### config.mk
export PLATFORM = sky130hd
export DESIGN_NAME = mul_sequencer_flat
export DESIGN_NICKNAME = d
export VERILOG_FILES = /design/src/rtl/mul_sequencer_if.sv /design/src/rtl/mul_sequencer.sv /design/src/flat_wrapper.sv
export SDC_FILE = /design/constraint.sdc
export NUM_CORES = 1
export LEC_CHECK = 0
export ABC_AREA = 1
export BUFFER_PORTS_ARGS = -buffer_cell sky130_fd_sc_hd__buf_2
export CAP_MARGIN = 25
export CORE_MARGIN = 8
export CORE_UTILIZATION = 30
export CTS_CLUSTER_SIZE = 28
export DETAILED_ROUTE_END_ITERATION = 16
export GPL_ROUTABILITY_DRIVEN = 0
export PLACE_DENSITY = 0.43
export REMOVE_ABC_BUFFERS = 1
export SYNTH_ARGS = -nofsm -noshare
export SYNTH_HDL_FRONTEND = slang
export SYNTH_SLANG_ARGS = --single-unit
### constraint.sdc
create_clock -name Clock -period 4.56 [get_ports Clock]
set_input_delay 0.912 -clock Clock [delete_from_list [all_inputs] [get_ports Clock]]
set_output_delay 0.912 -clock Clock [all_outputs]
set_load 0.02 [all_outputs]
### src/rtl/mul_sequencer_if.sv
// Execute-stage hookup between the CPU decode/ALU-control path and the MUL sequencer.
// Handshake: a MUL request is taken in IDLE when Valid is high with the MUL encoding.
// Stall then holds the pipeline until Done pulses for the single writeback cycle.
interface mul_sequencer_if #(
  parameter int WIDTH = 16
);
  logic             Valid;
  logic [1:0]       ALUOp;
  logic [3:0]       Funct;
  logic [WIDTH-1:0] OperandA;
  logic [WIDTH-1:0] OperandB;
  logic             Stall;
  logic             Busy;
  logic             Done;
  logic [WIDTH-1:0] Product;
  logic             Overflow;
  logic [1:0]       state_dbg;

  modport master (
    output Valid, ALUOp, Funct, OperandA, OperandB,
    input  Stall, Busy, Done, Product, Overflow, state_dbg
  );

  modport slave (
    input  Valid, ALUOp, Funct, OperandA, OperandB,
    output Stall, Busy, Done, Product, Overflow, state_dbg
  );
endinterface

### src/rtl/mul_sequencer.sv
// Fixed-latency shift-add multiplier for the CPU MUL instruction: latches operands,
// iterates WIDTH times while stalling, then pulses Done with the low product half.
module mul_sequencer #(
  parameter int WIDTH = 16
) (
  input  logic        Clock,
  input  logic        Reset,
  mul_sequencer_if.slave bus
);
  localparam int CW = $clog2(WIDTH) + 1;
  localparam logic [CW-1:0] LAST = CW'(WIDTH - 1);

  typedef enum logic [1:0] {
    IDLE = 2'd0,
    RUN  = 2'd1,
    DONE = 2'd2
  } state_t;

  state_t             state;
  state_t             state_next;
  logic [2*WIDTH-1:0] mcand;
  logic [WIDTH-1:0]   mplier;
  logic [2*WIDTH-1:0] acc;
  logic [2*WIDTH-1:0] acc_sum;
  logic [CW-1:0]      count;
  logic [WIDTH-1:0]   product;
  logic               overflow;
  logic               busy;
  logic               done;
  logic               mul_req;

  assign mul_req = bus.Valid && (bus.ALUOp == 2'b10) && (bus.Funct == 4'b0010);
  assign acc_sum = acc + (mplier[0] ? mcand : '0);

  always_ff @(posedge Clock) begin
    if (Reset) state <= IDLE;
    else       state <= state_next;
  end

  // MulReq only matters in IDLE; in DONE the same instruction is still visible.
  always_comb begin
    state_next = state;
    case (state)
      IDLE:    if (mul_req) state_next = RUN;
      RUN:     if (count == LAST) state_next = DONE;
      DONE:    state_next = IDLE;
      default: state_next = IDLE;
    endcase
  end

  always_ff @(posedge Clock) begin
    if (Reset) begin
      mcand    <= '0;
      mplier   <= '0;
      acc      <= '0;
      count    <= '0;
      product  <= '0;
      overflow <= 1'b0;
      busy     <= 1'b0;
      done     <= 1'b0;
    end else begin
      busy <= (state_next == RUN);
      done <= (state_next == DONE);
      case (state)
        IDLE: begin
          if (mul_req) begin
            mcand  <= {{WIDTH{1'b0}}, bus.OperandA};
            mplier <= bus.OperandB;
            acc    <= '0;
            count  <= '0;
          end
        end
        RUN: begin
          acc    <= acc_sum;
          mcand  <= mcand << 1;
          mplier <= mplier >> 1;
          count  <= count + CW'(1);
          if (count == LAST) begin
            product  <= acc_sum[WIDTH-1:0];
            overflow <= |acc_sum[2*WIDTH-1:WIDTH];
          end
        end
        default: ;
      endcase
    end
  end

  assign bus.Stall     = ((state == IDLE) && mul_req) || (state == RUN);
  assign bus.Busy      = busy;
  assign bus.Done      = done;
  assign bus.Product   = product;
  assign bus.Overflow  = overflow;
  assign bus.state_dbg = state;
endmodule

### src/flat_wrapper.sv
// flat-port wrapper written by rule: the top's interface ports become plain ports
module mul_sequencer_flat 
#(
  parameter int WIDTH = 16
)
  (Clock, Reset, bus_Valid, bus_ALUOp, bus_Funct, bus_OperandA, bus_OperandB, bus_Stall, bus_Busy, bus_Done, bus_Product, bus_Overflow, bus_state_dbg);
  mul_sequencer_if #(.WIDTH(WIDTH)) bus_i ();
  input  logic Clock;
  input  logic Reset;
  input wire logic [$bits(bus_i.Valid)-1:0] bus_Valid;
  input wire logic [$bits(bus_i.ALUOp)-1:0] bus_ALUOp;
  input wire logic [$bits(bus_i.Funct)-1:0] bus_Funct;
  input wire logic [$bits(bus_i.OperandA)-1:0] bus_OperandA;
  input wire logic [$bits(bus_i.OperandB)-1:0] bus_OperandB;
  output wire logic [$bits(bus_i.Stall)-1:0] bus_Stall;
  output wire logic [$bits(bus_i.Busy)-1:0] bus_Busy;
  output wire logic [$bits(bus_i.Done)-1:0] bus_Done;
  output wire logic [$bits(bus_i.Product)-1:0] bus_Product;
  output wire logic [$bits(bus_i.Overflow)-1:0] bus_Overflow;
  output wire logic [$bits(bus_i.state_dbg)-1:0] bus_state_dbg;
  assign bus_i.Valid = bus_Valid;
  assign bus_i.ALUOp = bus_ALUOp;
  assign bus_i.Funct = bus_Funct;
  assign bus_i.OperandA = bus_OperandA;
  assign bus_i.OperandB = bus_OperandB;
  assign bus_Stall = bus_i.Stall;
  assign bus_Busy = bus_i.Busy;
  assign bus_Done = bus_i.Done;
  assign bus_Product = bus_i.Product;
  assign bus_Overflow = bus_i.Overflow;
  assign bus_state_dbg = bus_i.state_dbg;
  mul_sequencer #(.WIDTH(WIDTH)) u_core (.Clock(Clock), .Reset(Reset), .bus(bus_i));
endmodule
; After elaboration in Yosys (flattened, before gate mapping)
; Index checks and enable logic that the tools add are counted.
[op_classes]
n_addsub = 2
eq_ne = 7
muxes = 12
reduce_logical = 9
[op_table]
columns = cell, count
row1 = one-hot mux 32 bit (2 select lines), 2
row2 = 2-to-1 mux 32 bit, 3
row3 = adder 32 bit, 1
row4 = one-hot mux 16 bit (2 select lines), 1
row5 = 2-to-1 mux 16 bit, 1
row6 = OR reduction 16 bit, 1
row7 = one-hot mux 5 bit (2 select lines), 1
row8 = "adder 5 x 1 -> 5 bit, second input constant", 1
row9 = "== test 5 x 4 -> 1 bit, second input constant", 1
row10 = 2-to-1 mux 5 bit, 1
row11 = "== test 2 x 1 -> 1 bit, second input constant", 2
row12 = "== test 2 bit, second input constant", 2
row13 = "== test 4 x 2 -> 1 bit, second input constant", 1
row14 = 2-to-1 mux 2 bit, 2
row15 = one-hot mux 2 bit (2 select lines), 1
row16 = AND reduction 2 bit, 2
row17 = logical AND 1 bit, 3
row18 = logical NOT 2 bit, 1
row19 = "inequality test 2 x 1 -> 1 bit, second input constant", 1
row20 = nonzero test 2 bit, 1
row21 = logical OR 1 bit, 1
[totals]
ff_bits = 106
out_inout_bits = 22
wordCells = 39

; Logic depth before layout (Yosys ltp)
[depth]
ltp_word = 6
ltp_mapped = 23

; Worst setup path before layout
; OpenSTA, ideal clock, no wires.
[synth_timing]
kind = input -> output
startpoint = input port bus_Funct[1]
endpoint = output port bus_Stall
arrival_time_ns = 1.752
required_ns = 3.648
slack_ns = 1.896
cell_stages = 8
n_path_buf = 2
path_cell_list = inv_1 -> nor2_1 -> nand3_1 -> nor4_1 -> nand2_1 -> nand2_1 -> buf_4 -> buf_2
[synth_via]
elab_chain_cells = 4
[synth_lines]
columns = item, line_no
row1 = "start, declared", flat_wrapper.sv:12  ; input wire logic [$bits(bus_i.Funct)-1:0] bus_Funct;
row2 = == test 4 x 2 -> 1 bit, mul_sequencer.sv:32  ; assign mul_req = bus.Valid && (bus.ALUOp == 2'b10) && (bus.Funct == 4'b0010);
row3 = logical AND 1 bit, mul_sequencer.sv:32
row4 = logical AND 1 bit, mul_sequencer.sv:88  ; assign bus.Stall = ((state == IDLE) && mul_req) || (state == RUN);
row5 = logical OR 1 bit, mul_sequencer.sv:88
row6 = "end, declared", flat_wrapper.sv:15  ; output wire logic [$bits(bus_i.Stall)-1:0] bus_Stall;
; No other way between the ends.

; Worst setup path after layout
[layout_timing]
startpoint = register u_core.mplier[0]
endpoint = register u_core.overflow, in the netlist u_core.bus.Overflow
[layout_via]
elab_chain_cells = 3
[layout_lines]
columns = item, line_no
row1 = "start, declared", mul_sequencer.sv:22  ; logic [WIDTH-1:0] mplier;
row2 = "start signal, assigned", mul_sequencer.sv:68  ; mplier <= bus.OperandB;
row3 = "start signal, assigned", mul_sequencer.sv:76  ; mplier <= mplier >> 1;
row4 = 2-to-1 mux 32 bit, mul_sequencer.sv:33  ; assign acc_sum = acc + (mplier[0] ? mcand : '0);
row5 = adder 32 bit, mul_sequencer.sv:33
row6 = OR reduction 16 bit, mul_sequencer.sv:80  ; overflow <= |acc_sum[2*WIDTH-1:WIDTH];
row7 = "end signal, assigned", mul_sequencer.sv:80
row8 = "end, declared", mul_sequencer.sv:27  ; logic overflow;
; No other way between the ends.
; A chain may end at the register's enable or synchronous reset.

==> summary.md <==
| Metric | Value |
|---|---|
| Status | complete, no violations |
| Sw power | approximately 480 uW |
| Number of failing hold endpoints at the final stage | 0 |
| Clock network power share | 46.1% |
| Synth unique cells | 33 |
| Number of buffers created by CTS | 9 |
| Met2 wire length | around 8600 um |
| Vias after detailed routing | 6455 |
| Clock transition at the register clock pins on the worst setup and hold paths after CTS | 0.09 ns |
| Post-CTS setup repair buffer count | 0 |
| Final count of pins violating max slew | 0 |
| Total Routed Length | 20000 um |
| Topmost layer with routed signal wires | met4 |
| Max-Slew Margin vs Limit | 39.2% |
| Leakage dissipation | 3.99 nW |
| Die Outline Area | around 0.027 mm^2 |
| Required arrival time at the worst endpoint | 4.81 ns |
| Number of optimization iterations in the first detailed-route pass | 4 |
| Launch instance of the worst register-to-register path | u_core.mplier[0] |
| FF-to-FF path depth | 18 |
| Data arrival time of the critical path | about 3.2 ns |
| Comb pwr share | under 10% |
| Number of inserted filler cells in the final layout | approximately 2.5k |
| Non-filler instance count after layout | 1423 |
| Hold-fix buffer count after cts | 0 |
| CP Launch Point | u_core.mplier[0] |
| Met3 Routed Length | 449 um |
| Proportion of power drawn by flip-flops and latches | 50.8% |
| Row cnt | 54 |
| Clock tree from TritonCTS | yes |
| Resized Gates After CTS | 0 |
| Total standard cell area after synthesis | 0.00671 mm^2 |
| Share of total power consumed by net switching | a little over a quarter |
| Share of the clock period used by the worst path | between 60% and 70% |
| Syn avg cell area | just over 6 um^2 |
| Global-route wire length before repair | 33000 um |
| Crit Reg-Reg Endpoint | u_core.bus.Overflow |
| Hold WC Path Type | reg2reg |
| Antenna violations before repair | 0 |
| RSZ-0062 raised after global routing | no |
| Max-capacitance violation count | 0 |
| Antenna cells | 0 |
| Flop2flop setup slack | 1.64 ns |
| Clock latency on the worst-skew pair | 0.37 ns |
| Critical Path Fanout Max | 21 |
| Count of input and output buffers | 62 |
| Violation count after the first detailed-route iteration | 317 |
| Core area | 0.0219 mm^2 |
| Layout net count | 1213 |
| Number of remaining DRC errors | 0 |
| WHS Path Cells | 2 |
| Cells after Synth | ~1.1k |
| Worst Max-Slew Pin Slew | approximately 0.9 ns |
| Internal power | approximately 1.4 mW |
| Largest net degree at the start of global routing | 82 |
| DR vias/cell | 4.54 |
| Share of post-route cells with drive strength above 1 | 9.71% |
| Inst Count DP | 1407 |
| Worst setup path endpoint | u_core.bus.Overflow |
| Final setup viols | 0 |
| Startpoint types | register |
| Buffer type at the clock tree root | clkbuf_16 |
| Worst supply voltage drop on vdd | 0.153 mV |
| Total design power | 1.84 mW |
| Register area share after synthesis | 31.6% |
| Vias in the first global route | roughly 6.4k |
| PwrDens | 242 mW/mm^2 |
| Worst setup skew after layout | 0.0192 ns |
| Min Tclk post-route | 2.92 ns |
| Number of nets with antenna violations after detailed routing | 0 |
| Seq cells post-synth | 106 |
| Achievable Freq | 342 MHz |
| Number of warnings reported in the yosys synthesis log | 0 |
| Detailed-routing wirelength on met1 | approximately 11000 um |
| Area added between synthesis and finish | 13.1% |
| Detailed placement HPWL | 14900 um |
| Die height | 166 um |
| Number of placed I/O pins | 63 |
| Combined global-route utilization of all metal layers | 15.1% |
| Summed negative setup slack over all endpoints | 0 ns |
| H-tree levels | 3 |
| Starting density of the core | 30.6% |
| Kind of critical path | reg2reg |
| DR WL/cell | 14.0 um |
| Max Buffers Root-to-Sink | 2 |
| Residual overflow from global routing | 0 |
| Clock sinks | 106 |
| Horizontal die dimension | ~170 um |
| Setup crit end kind | register |
-- per-stage QoR --
stage	util [%]	worst slack (ns)	instance area [um^2]	hold slack, ns
floorplan	-	0.589	6540	0.435
global placement	33.2	1.62	7260	0.453
detailed placement	33.2	1.58	7260	0.455
CTS	34.7	1.59	7590	0.470
global route	34.7	1.30	7590	0.485
finish	34.7	1.64	7590	0.469
-- logic make-up after synthesis --
| group | synth area share (%) |
|---|---|
| AND/OR/NAND/NOR | 35.0 |
| buffers and inverters | 11.6 |
| AO/OA/AOI/OAI | 13.3 |
| flip-flops | 31.6 |
| adder cells (fa/ha/maj) | 6.46 |
| XOR/XNOR | 1.96 |
-- registers in the layout, summed over array words and instances (netlist names) --
register	count
u_core.acc	32
u_core.bus.Busy	1
u_core.bus.Done	1
u_core.bus.Overflow	1
u_core.bus.Product	16
u_core.bus.state_dbg	2
u_core.count	5
u_core.mcand	32
u_core.mplier	16
-- critical path, stage by stage, from the launching register on --
cell and delay, ns:
dfxtp_1 0.57, buf_4 0.37, nand2_1 0.10, inv_1 0.07
ha_1 0.28, nand2_2 0.15, inv_1 0.05, nand2_1 0.06
nand2_1 0.07, a21oi_1 0.18, nand2_1 0.10, nand2_1 0.06
nand2_1 0.13, nor2_1 0.15, nand3_1 0.11, nor2_1 0.16
nand2_1 0.06, nor2_1 0.09, nor2_1 0.04
-- layer usage --
| metal | GRT usage [%] | vias to the layer above |
|---|---|---|
| li1 | - | 3513 |
| met1 | 20.9 | 2863 |
| met2 | 23.9 | 61 |
| met3 | 2.23 | 18 |
| met4 | 4.50 | 0 |
| met5 | 0 | - |
-- final cells by class --
| cell class | count | area [um^2] | share of cell area, % |
|---|---|---|---|
| multi-input cells | 787 | 3810 | 50.2 |
| clock inverters | 7 | 96.3 | 1.27 |
| clock buffers | 9 | 225 | 2.97 |
| repair buffers | 70 | 370 | 4.88 |
| flip-flops and latches | 106 | 2120 | 28.0 |
| well taps | 280 | 350 | 4.62 |
| inverters | 164 | 616 | 8.11 |
-- cell usage in the layout (no fill, tap or decap), drive strengths merged, types with 2 or more instances in the layout --
cell type and n:
a21oi 76, a31oi 30, and2 4, buf 70, clkbuf 9, clkinv 4, dfxtp 106, ha 33
inv 167, nand2 446, nand3 43, nand3b 6, nand4 7, nor2 56, nor3 9, o21a 2
o21ai 43, o21bai 10, o22ai 2, xor2 14
-- power groups by stage --
stage | registers (mW) | clock network, mW | logic [mW]
5_1_grt | 0.934 | 0.910 | 0.0646
3_3_place_gp | 0.955 | 0 | 0.0583
6_report | 0.933 | 0.845 | 0.0570
2_1_floorplan | 0.954 | 0 | 0.0190
4_1_cts | 0.933 | 0.875 | 0.0590
3_5_place_dp | 0.954 | 0 | 0.0589
-- worst min path at each step --
stage / to / startpoint / slack, ns
5_1_grt: u_core.bus.Product[15] / u_core.bus.Product[15] / 0.48
2_1_floorplan: u_core.mplier[15] / u_core.mplier[15] / 0.43
3_5_place_dp: u_core.mplier[15] / u_core.mplier[15] / 0.46
3_3_place_gp: u_core.bus.Product[2] / u_core.bus.Product[2] / 0.45
4_1_cts: u_core.bus.Product[2] / u_core.bus.Product[2] / 0.47
6_report: u_core.bus.Product[2] / u_core.bus.Product[2] / 0.47
-- cell usage after synthesis, drive strengths merged --
cell type	instances	area, um^2
or2	1	6.26
clkbuf	35	131
xnor2	1	8.76
dfxtp	106	2120
nand3b	6	45.0
nor4	1	6.26
nor2	56	228
o21a	2	15.0
clkinv	1	3.75
inv	163	612
ha	33	413
a21oi	76	380
fa	1	20.0
o31ai	1	7.51
nor3	9	71.3
o21bai	10	75.1
buf	6	32.5
xor2	14	123
nand2	446	1690
and3	1	6.26
nand3	43	220
a31oi	30	188
o21ai	43	215
and2	4	25.0
nand4	7	43.8
o22ai	2	12.5
Power figures use the tool's default switching activity.
